File: src/rtl/riscv_multicycle_ctrl.sv
// Multicycle RV32I-subset controller FSM with memory-ready stalls, retired-instruction
// counter and sticky illegal flag. Optional macro RV_MC_BRANCH_EXT_EN adds bne/blt/bge.
module riscv_multicycle_ctrl #(
    parameter int ALUCTRL_W     = 3,
    parameter int CNT_W         = 32,
    parameter bit MEM_HANDSHAKE = 1'b1
) (
    input  logic                 clk,
    input  logic                 reset,
    input  logic [6:0]           op,
    input  logic [2:0]           funct3,
    input  logic                 funct7b5,
    input  logic                 Zero,
    input  logic                 Lt,
    input  logic                 mem_ready,
    output logic                 PCWrite,
    output logic                 AdrSrc,
    output logic                 MemWrite,
    output logic                 IRWrite,
    output logic [1:0]           ResultSrc,
    output logic [1:0]           ALUSrcA,
    output logic [1:0]           ALUSrcB,
    output logic [1:0]           ImmSrc,
    output logic                 RegWrite,
    output logic [ALUCTRL_W-1:0] ALUControl,
    output logic                 illegal,
    output logic [CNT_W-1:0]     instret,
    output logic [3:0]           state_dbg
);

    typedef enum logic [3:0] {
        FETCH    = 4'd0,
        DECODE   = 4'd1,
        MEMADR   = 4'd2,
        MEMREAD  = 4'd3,
        MEMWB    = 4'd4,
        MEMWRITE = 4'd5,
        EXECUTER = 4'd6,
        EXECUTEI = 4'd7,
        ALUWB    = 4'd8,
        BRANCH   = 4'd9,
        JAL      = 4'd10,
        TRAP     = 4'd11
    } state_t;

    localparam logic [6:0] OP_LOAD  = 7'b0000011;
    localparam logic [6:0] OP_STORE = 7'b0100011;
    localparam logic [6:0] OP_R     = 7'b0110011;
    localparam logic [6:0] OP_I     = 7'b0010011;
    localparam logic [6:0] OP_BR    = 7'b1100011;
    localparam logic [6:0] OP_JAL   = 7'b1101111;

    localparam logic [ALUCTRL_W-1:0] ALU_ADD = ALUCTRL_W'(0);
    localparam logic [ALUCTRL_W-1:0] ALU_SUB = ALUCTRL_W'(1);
    localparam logic [ALUCTRL_W-1:0] ALU_AND = ALUCTRL_W'(2);
    localparam logic [ALUCTRL_W-1:0] ALU_OR  = ALUCTRL_W'(3);
    localparam logic [ALUCTRL_W-1:0] ALU_SLT = ALUCTRL_W'(5);

    state_t               state, state_next;
    logic                 mem_ok;
    logic                 funct_ok, br_ok, br_taken, retire;
    logic [ALUCTRL_W-1:0] alu_funct, alu_ctrl;
    logic                 pc_we, mem_we, ir_we, reg_we, adr_src;
    logic [1:0]           result_src, alu_src_a, alu_src_b, imm_src;

    // With the handshake disabled every memory access completes in its first cycle.
    assign mem_ok = MEM_HANDSHAKE ? mem_ready : 1'b1;

    // NOTE: sequential state uses non-blocking assignments so every register samples
    // pre-edge values; blocking here would create order-dependent simulation races.
    always_ff @(posedge clk) begin
        if (reset) begin
            state   <= FETCH;
            instret <= '0;
            illegal <= 1'b0;
        end else begin
            state <= state_next;
            if (retire)
                instret <= instret + CNT_W'(1);
            if (state_next == TRAP)
                illegal <= 1'b1;
        end
    end

    always_comb begin
        funct_ok  = 1'b1;
        alu_funct = ALU_ADD;
        case (funct3)
            3'b000:  alu_funct = (state == EXECUTER && funct7b5) ? ALU_SUB : ALU_ADD;
            3'b010:  alu_funct = ALU_SLT;
            3'b110:  alu_funct = ALU_OR;
            3'b111:  alu_funct = ALU_AND;
            default: funct_ok  = 1'b0;
        endcase
    end

    always_comb begin
        br_ok    = 1'b0;
        br_taken = 1'b0;
        case (funct3)
            3'b000: begin br_ok = 1'b1; br_taken = Zero;  end
`ifdef RV_MC_BRANCH_EXT_EN
            3'b001: begin br_ok = 1'b1; br_taken = !Zero; end
            3'b100: begin br_ok = 1'b1; br_taken = Lt;    end
            3'b101: begin br_ok = 1'b1; br_taken = !Lt;   end
`endif
            default: ;
        endcase
    end

`ifndef RV_MC_BRANCH_EXT_EN
    logic unused_lt;
    assign unused_lt = Lt;
`endif

    // NOTE: every signal written here gets a default first, so no path can leave one
    // unassigned and infer a latch.
    always_comb begin
        state_next = state;
        pc_we      = 1'b0;
        adr_src    = 1'b0;
        mem_we     = 1'b0;
        ir_we      = 1'b0;
        reg_we     = 1'b0;
        result_src = 2'b00;
        alu_src_a  = 2'b00;
        alu_src_b  = 2'b00;
        imm_src    = 2'b00;
        alu_ctrl   = ALU_ADD;
        retire     = 1'b0;
        case (state)
            FETCH: begin
                alu_src_b  = 2'b10;
                result_src = 2'b10;
                if (mem_ok) begin
                    ir_we      = 1'b1;
                    pc_we      = 1'b1;
                    state_next = DECODE;
                end
            end
            DECODE: begin
                alu_src_a = 2'b01;
                alu_src_b = 2'b01;
                imm_src   = 2'b10;
                case (op)
                    OP_LOAD, OP_STORE: state_next = MEMADR;
                    OP_R:              state_next = EXECUTER;
                    OP_I:              state_next = EXECUTEI;
                    OP_BR:             state_next = BRANCH;
                    OP_JAL:            state_next = JAL;
                    default:           state_next = TRAP;
                endcase
            end
            MEMADR: begin
                alu_src_a = 2'b10;
                alu_src_b = 2'b01;
                if (op == OP_STORE) begin
                    imm_src    = 2'b01;
                    state_next = MEMWRITE;
                end else begin
                    state_next = MEMREAD;
                end
            end
            MEMREAD: begin
                adr_src = 1'b1;
                if (mem_ok)
                    state_next = MEMWB;
            end
            MEMWB: begin
                result_src = 2'b01;
                reg_we     = 1'b1;
                retire     = 1'b1;
                state_next = FETCH;
            end
            MEMWRITE: begin
                adr_src = 1'b1;
                mem_we  = 1'b1;
                if (mem_ok) begin
                    retire     = 1'b1;
                    state_next = FETCH;
                end
            end
            EXECUTER, EXECUTEI: begin
                alu_src_a  = 2'b10;
                alu_src_b  = (state == EXECUTEI) ? 2'b01 : 2'b00;
                alu_ctrl   = alu_funct;
                state_next = funct_ok ? ALUWB : TRAP;
            end
            ALUWB: begin
                reg_we     = 1'b1;
                retire     = 1'b1;
                state_next = FETCH;
            end
            BRANCH: begin
                alu_src_a = 2'b10;
                alu_ctrl  = ALU_SUB;
                if (br_ok) begin
                    pc_we      = br_taken;
                    retire     = 1'b1;
                    state_next = FETCH;
                end else begin
                    state_next = TRAP;
                end
            end
            JAL: begin
                alu_src_a  = 2'b01;
                alu_src_b  = 2'b10;
                pc_we      = 1'b1;
                state_next = ALUWB;
            end
            TRAP: ;
            default: state_next = FETCH;
        endcase
    end

    // Reset overrides the strobes combinationally so an aborted instruction writes nothing.
    assign PCWrite    = pc_we  & ~reset;
    assign MemWrite   = mem_we & ~reset;
    assign IRWrite    = ir_we  & ~reset;
    assign RegWrite   = reg_we & ~reset;
    assign AdrSrc     = adr_src;
    assign ResultSrc  = result_src;
    assign ALUSrcA    = alu_src_a;
    assign ALUSrcB    = alu_src_b;
    assign ImmSrc     = imm_src;
    assign ALUControl = alu_ctrl;
    assign state_dbg  = state;

endmodule

File: config.mk
export PLATFORM = sky130hd
export DESIGN_NAME = riscv_multicycle_ctrl
export DESIGN_NICKNAME = d
export VERILOG_FILES = /design/src/rtl/riscv_multicycle_ctrl.sv
export SDC_FILE = /design/constraint.sdc
export NUM_CORES = 1
export LEC_CHECK = 0
export BUFFER_PORTS_ARGS = -buffer_cell sky130_fd_sc_hd__buf_2
export CORE_UTILIZATION = 25
export CTS_BUF_LIST = sky130_fd_sc_hd__clkbuf_4
export CTS_CLUSTER_SIZE = 40
export DETAILED_ROUTE_END_ITERATION = 16
export PLACE_DENSITY = 0.53
export SETUP_SLACK_MARGIN = 0.3
export SYNTH_ARGS = -nofsm -noshare
export SYNTH_HDL_FRONTEND = slang
export SYNTH_SLANG_ARGS = --single-unit
File: constraint.sdc
create_clock -name clk -period 2.02 [get_ports clk]
set_input_delay 0.202 -clock clk [delete_from_list [all_inputs] [get_ports clk]]
set_output_delay 0.202 -clock clk [all_outputs]
set_load 0.01 [all_outputs]
Word-level counts from Yosys, hierarchy flattened

Index checks and enable logic that the tools add are counted.

Register bits after elaboration: 37
Input bits: 16
Logic and storage cells: 71

$add $sub $neg: 1
Equal/unequal tests: 21
Multiplexer cells: 29
Bitwise operators: 5
Reductions and logical operators: 12

Operators by type and width:

| cell                                                 | count |
|---|---|
| case mux 4 bit (9 select lines)                      | 1 |
| adder 32 x 1 -> 32 bit (second input constant)       | 1 |
| equality test 4 bit (second input constant)          | 5 |
| case mux 4 bit (5 select lines)                      | 1 |
| equality test 4 x 3 -> 1 bit (second input constant) | 4 |
| two-way mux 4 bit                                    | 4 |
| equality test 7 x 6 -> 1 bit (second input constant) | 2 |
| equality test 7 bit (second input constant)          | 2 |
| OR reduction 2 bit                                   | 7 |
| two-way mux 1 bit                                    | 13 |
| case mux 2 bit (2 select lines)                      | 3 |
| case mux 3 bit (4 select lines)                      | 1 |
| equality test 4 x 2 -> 1 bit (second input constant) | 2 |
| OR reduction 4 bit                                   | 2 |
| equality test 7 x 2 -> 1 bit (second input constant) | 1 |
| equality test 7 x 5 -> 1 bit (second input constant) | 1 |
| equality test 3 bit (second input constant)          | 2 |
| case mux 1 bit (3 select lines)                      | 2 |
| case mux 2 bit (3 select lines)                      | 1 |
| case mux 3 bit (2 select lines)                      | 1 |
| bitwise AND 1 bit                                    | 4 |
| equality test 4 x 1 -> 1 bit (second input constant) | 1 |
| logical NOT 4 bit                                    | 1 |
| equality test 3 x 2 -> 1 bit (second input constant) | 1 |
| other kinds (5)                                      | 5 |

Longest topological paths before layout

Gate-level depths: netlist of the first run.

Depth in word-level cells: 6
Mapped depth: 9
Gate-level depth less buffers: 7

Least setup slack after synthesis of the first run

OpenSTA, ideal clock, no wires.

Path kind: flip-flop to flip-flop
From: register instret[7]
To: register instret[31]
Setup time: 0.070 ns
Arrival: 2.168 ns
Data required time: 1.950 ns
Path slack: -0.218 ns
Cell stages (with the launch flop): 7
Buffers on the path: 1
Cells stage by stage: dfxtp_1 nand4_2 or4_4 or4_1 buf_2 or3_1 a21oi_1

Longest elaborated chain between the ends: 1

RTL lines:

| what                   | RTL line | source |
|---|---|---|
| start, declared        | 27       | `output logic [CNT_W-1:0] instret,` |
| start signal, assigned | 79       | `instret <= instret + CNT_W'(1);` |
| adder 32 x 1 -> 32 bit | 79       |  |

Every way passes these cells.
A chain may end at the register's enable or synchronous reset.

Worst setup path in the final report of the first run

From: register instret[9]
To: register instret[26]

Same word-level chain as after synthesis.

==> results of run 1 <==
final timing paths:
kind / start / end / cells past startpoint
setup / recovery: instret[9]$_SDFFE_PP0P_ / instret[26]$_SDFFE_PP0P_ / 6
setup reg to reg: instret[9]$_SDFFE_PP0P_ / instret[26]$_SDFFE_PP0P_ / 6
hold reg to reg: instret[31]$_SDFFE_PP0P_ / instret[31]$_SDFFE_PP0P_ / 2
hold / removal: reset / instret[23]$_SDFFE_PP0P_ / 2
through the flow:
step                hold slack, ps  power (mW)  std cells  utilization, %  area (sq um)
floorplan                    282.9       1.427        277               -          2246
global placement             483.9       1.831        472           35.53          2934
detailed placement           479.2       1.834        472           35.53          2934
CTS                          220.4       2.697        497           40.61          3353
global route                 231.0       3.210        503           43.79          3616
finish                       236.7       3.043        503           43.79          3616
layer usage:
layer  track usage, %  wire length, microns  vias up
met3            4.026                   295        6
met2            25.30                  3331       52
met1            19.85                  3154     1185
li1                 -                     -     1243
met4            2.904                    86        0
met5                0                     0        -
synth_stat cells, types with 3 or more instances:
master    number  area, sq um
a21oi_1       14        70.07
and3_1         6        37.54
and4_1         4        35.03
clkbuf_1      14        52.55
dfxtp_1       37        740.7
inv_1          7        26.28
nand2_1       21        78.83
nand3_1        8        40.04
nand4_1        7        43.79
nor2_1        33        123.9
nor2b_1        8        50.05
nor3_1        12        60.06
nor4_1        11        68.82
nor4b_1        4        35.03
o21ai_0       17        85.08
or3_1         13        81.33
or4_4          3        33.78
xnor2_1       20        175.2
registers in the layout, indices dropped and copies added, names as in the netlist:
name	count
illegal	1
state_dbg	4
instret	32
final cells by class:
cell class              instances  area [sq um]
repair buffers                130         947.2
flip-flops and latches         37         782.0
inverters                       7         31.28
multi-input cells             216          1645
well taps                     105         131.4
clock inverters                 3         41.29
fillers                       837          4642
clock buffers                   5         37.54
where the power goes:
part	leakage [nW]	internal (mW)	switching (mW)
Combinational	1.20	0.854	0.836
Sequential	0.309	0.785	0.0579
Clock	0.0389	0.256	0.254
what timing repair did:
action | in CTS | in global routing
gates resized for setup | 50 | 56
setup buffers | 17 | 6
gates cloned | 0 | 0
endpoints found under the setup margin | 29 | 38
pin swaps | 28 | 20
cell families after synthesis:
logic type	after synthesis	share of synthesized area, %
multiplexers	1	0.4654
buffers and inverters	24	4.654
flip-flops	37	34.44
XOR/XNOR	22	8.959
AND/OR/NAND/NOR	144	37.35
AO/OA/AOI/OAI	47	13.09
adder cells (fa/ha/maj)	2	1.047
==> key figures, run 1 <==
Status
  • Outcome: finished, violations left
  • Violated checks: negative setup slack

Power and ir drop
  • Max VDD drop: 0.0003049 V
  • Leakage: about 1.5 nW
  • PD cells: 841.6 mW/mm^2

Worst setup path
  • CP peak stage delay: 540 ps
  • CP cell instances: nand4_4 -> or4_4 -> buf_8 -> or4_4 -> or3_1 -> a21oi_2
  • Reg2Reg Setup Slack: -80 ps
  • Most frequent CP cell: or4_4
  • Highest fanout seen on the critical path: 4
  • CP endpoint kind: flip-flop
  • Worst endpoint data arrival time: 2380 ps
  • Crit path max-delay family: simple AND/OR/NAND/NOR gates
  • CP bufs+invs: 1
  • Slowest CP cell: or4_4
  • Worst setup SP type: flip-flop
  • Req. time, crit path: between 2000 and 2500 ps
  • CP Class: reg -> reg

CTS
  • Clk buf depth: 2
  • H-tree depth: 2
  • CTS tree: yes
  • Sink Count: 37
  • Worst skew pair latency: between 300 and 400 ps
  • Clock slew at reported path FFs: 120 ps
  • CTS Root Cell: clkbuf_4
  • CTS Hold Bufs: 0
  • TritonCTS buffer count: 5

Drt
  • Routed length per instance: about 14 microns
  • Vias per cell: roughly 4.9
  • Via count: about 2500
  • DR pass1 iterations: 4
  • DRT iter0 DRCs: roughly 80
  • Residual DRC: 0
  • WL final: 6.867 mm
  • Routed Antenna Nets: 0

GRT
  • Vias in the first global route: between 2000 and 2500
  • Antenna violations before repair: 0
  • Gr usage total: between 15 and 20%
  • Total gr overflow: 0
  • Pin count of the biggest net entering global routing: 23
  • First-pass GRT wire length: 10.85 mm

STA
  • Fin crit share: 103.7%
  • Clock skew: 6.942 ps
  • Final TNS setup: -399.8 ps
  • Final hold violation count: 0
  • Slew Limit Fails: 0
  • Slew HR: between 60% and 70%
  • Tmin final: approximately 2100 ps
  • Final setup margin: -75.12 ps
  • Slew of the pin with the lowest slew margin: 451.2 ps
  • Setup repair after global routing missed its margin: yes
  • Final setup viols: 9
  • Fmax: about 480 MHz

Yosys
  • Syn Nets: approximately 300
  • Seq/Total Area, Yosys: 34.44%
  • Mapped Cells: 277
  • Post-synth EDFFs: 0
  • Yosys warning total: 0
  • Flops & latches, synth: 37
  • Synth Cell Area: around 0.0022 sq mm
  • Ys flop type: dfxtp_1
  • FFs w/ async S/R, synth: 0%
  • Synthesized area per cell: between 7 and 8 sq um
  • Unique cell type count in the Yosys netlist: 47

Min path
  • Worst min path class: in -> reg

Finish
  • Layout cell share with drive strength beyond 1: a little over half
  • Number of diodes: 0
  • Synthesis-to-layout area growth: 68.12%
  • Leading cell type in the layout, fill and taps excluded: buf_2
  • Fin nets: slightly above 400
  • Most frequent cells in the layout: 63 x buf_2, 38 x buf_4, 27 x nor2_1, 25 x buf_6, 20 x dfxtp_1

Floorplan
  • Top Ports: just under 70
  • Die width: 94.76 microns
  • Initial Util: 26.05%
  • Die area: 0.008979 sq mm
  • Cell row count: 33
  • Core box area: about 0.0083 sq mm
  • DIE HEIGHT: 94.76 microns

Placed design
  • Number of buffers added on ports: between 60 and 70
  • Routability cong.: 0.8406
  • Dpl ws: -166.6 ps
  • DP HPWL: approximately 4.7 mm

Job
  • Max_cap viols: 0
Note: power is estimated with default switching activity, not from simulation.
==> inputs of run 2 (changes only) <==
- BUFFER_PORTS_ARGS: -buffer_cell sky130_fd_sc_hd__buf_2 -> -buffer_cell sky130_fd_sc_hd__clkbuf_2
==> run 2 against run 1 <==
  * The flow still finishes with violations (negative setup slack)
  * Critical endpoint is now instret[29]$_SDFFE_PP0P_
  * Register-to-register slack is essentially flat
  * Clock power down 23%
  * Sequential power is 0.9% lower
  * Count of clock-buffer cells in the layout increased by 2
  * Worst setup slack worse by 10 ps
  * Non-clock buffer count up 4
  * First-iteration DRC count grew 6.4%
  * Cell count rose by 0.80%
  * Fmax is 0.47% lower
==> key figures, run 2 (synthesis results as in run 1) <==
Drt
  • DRT iter0 DRCs: 83
  • WL final: approximately 6.8 mm
  • Routed length per instance: between 10 and 15 microns
  • Routed Antenna Nets: 0
  • Via count: 2512
  • Vias per cell: about 5
  • Residual DRC: 0
  • DR pass1 iterations: 4

STA
  • Setup repair after global routing missed its margin: yes
  • Fin crit share: 104.2%
  • Final setup viols: 7
  • Final setup margin: -85.11 ps
  • Clock skew: around 11 ps
  • Slew HR: between 60% and 70%
  • Fmax: ~480 MHz
  • Slew Limit Fails: 0
  • Slew of the pin with the lowest slew margin: about 520 ps
  • Final hold violation count: 0
  • Tmin final: between 2000 and 2500 ps

Placed design
  • DP HPWL: roughly 4.7 mm
  • Routability cong.: just over 0.8
  • Dpl ws: -157.9 ps
  • Number of buffers added on ports: 67

Power and ir drop
  • Gate power share: 58.2%
  • Net switching share of the total power: a little under two fifths
  • Leakage: between 1.5 and 2 nW
  • Seq pwr share: 28.4%
  • Internal power: ~1.8 mW
  • Sw Pwr: 1.127 mW
  • PD cells: approximately 810 mW/mm^2
  • Max VDD drop: between 0.0002 and 0.0003 V
  • Clock Power Share: a little over an eighth

CTS
  • CTS tree: yes
  • TritonCTS buffer count: 5
  • CTS Root Cell: clkbuf_4
  • Sink Count: 37
  • Worst skew pair latency: around 330 ps
  • Clock slew at reported path FFs: approximately 110 ps
  • H-tree depth: 2
  • Clk buf depth: 2

Finish
  • Fin nets: between 400 and 500
  • Number of diodes: 0
  • Post-layout util: 44.15%
  • Reg with most FFs: instret
  • Max reg flops: 32
  • Most frequent cells in the layout: 58 x clkbuf_2, 46 x buf_4, 28 x nor2_1, 20 x dfxtp_1
  • Leading cell type in the layout, fill and taps excluded: clkbuf_2
  • Layout cell share with drive strength beyond 1: ~54%
  • Synthesis-to-layout area growth: 69.52%

Status
  • Outcome: finished, violations left
  • Violated checks: negative setup slack

Worst setup path
  • Highest fanout seen on the critical path: 3
  • CP cell instances: nand4_4 -> or4_4 -> buf_8 -> buf_6 -> or3_4 -> or3_4 -> a21oi_2
  • CP Class: reg -> reg
  • Worst setup startpoint: instret[9]$_SDFFE_PP0P_
  • Req. time, crit path: around 2300 ps
  • Critical R2R Launch: instret[9]$_SDFFE_PP0P_
  • Slowest CP cell: or4_4
  • Most frequent CP cell: or3_4
  • Reg2Reg Setup Slack: -90 ps
  • CP peak stage delay: between 500 and 600 ps
  • Worst endpoint data arrival time: 2380 ps
  • Worst setup SP type: flip-flop
  • CP endpoint kind: flip-flop

Floorplan
  • Die area: ~0.009 sq mm
  • Top Ports: 69
  • DIE HEIGHT: about 95 microns
  • Die width: between 90 and 100 microns
  • Cell row count: 33
  • Core box area: approximately 0.0083 sq mm
  • Initial Util: around a quarter

GRT
  • Antenna violations before repair: 0
  • Total gr overflow: 0
  • Pin count of the biggest net entering global routing: 22
  • Gr usage total: 15.26%
  • First-pass GRT wire length: between 10 and 15 mm
  • Vias in the first global route: approximately 2300

Job
  • Max_cap viols: 0

Min path
  • Worst min path class: in -> reg
  • Worst Hold Launch: reset
-- run 2: cell types whose count changed in the layout (fill, tap and decap cells not counted), sizes merged --
cell | before | now
buf | 130 | 76
bufinv | 1 | 0
clkbuf | 5 | 65
clkinvlp | 1 | 0
-- run 2: worst max-delay path, delay by kind of cell (launching register included) --
kind / cells / cell delay [ps]
compound gates: 1 / 120
flops: 1 / 370
simple gates: 4 / 1310
buf+inv: 2 / 250
-- run 2: routing by layer --
| layer | share of wire, % | wire length [microns] | track usage [%] | vias to the layer above |
|---|---|---|---|---|
| met2 | 49 | 3357 | 24.76 | 59 |
| met5 | 0 | 0 | 0 | - |
| met3 | 4.6 | 317 | 3.301 | 10 |
| li1 | - | - | - | 1258 |
| met4 | 1.4 | 95 | 4.924 | 0 |
| met1 | 45 | 3071 | 20.00 | 1185 |
-- run 2: repair_timing --
item	4_1_cts	5_1_grt
setup endpoints to repair	28	35
hold buffers	0	0
buffers inserted	19	8
pin swaps	24	23
gates resized for setup	44	69
-- run 2: final timing paths --
check,cells after the start,to
worst min-delay path,2,instret[26]$_SDFFE_PP0P_
worst max-delay path,7,instret[29]$_SDFFE_PP0P_
worst min register to register,2,instret[31]$_SDFFE_PP0P_
worst max register to register,7,instret[29]$_SDFFE_PP0P_
-- run 2: through the flow --
stage | hold WS [ps] | total power, mW | setup TNS, ps | cell area (sq um) | cells
2_1_floorplan | 282.9 | 1.427 | -539.6 | 2246 | 277
3_3_place_gp | 478.6 | 1.830 | -806.1 | 2934 | 472
3_5_place_dp | 485.8 | 1.829 | -921.5 | 2934 | 472
4_1_cts | 331.4 | 2.526 | -338.4 | 3321 | 499
5_1_grt | 367.0 | 3.129 | -1239 | 3646 | 507
6_report | 344.5 | 2.947 | -382.8 | 3646 | 507
-- run 2: area by class of cell --
cell class	count	area, sq um
Sequential cell	37	779.5
Clock buffer	7	52.55
Timing Repair Buffer	134	974.7
Fill cell	792	4612
Tap cell	105	131.4
Clock inverter	1	3.754
Inverter	7	28.78
Multi-Input combinational cell	216	1675
-- run 2: power by group through the flow --
stage,registers [mW],clock network (mW),logic [mW]
finish,0.835,0.395,1.72
floorplan,0.842,0,0.585
global route,0.840,0.447,1.84
CTS,0.822,0.415,1.29
global placement,0.832,0,0.997
detailed placement,0.833,0,0.996
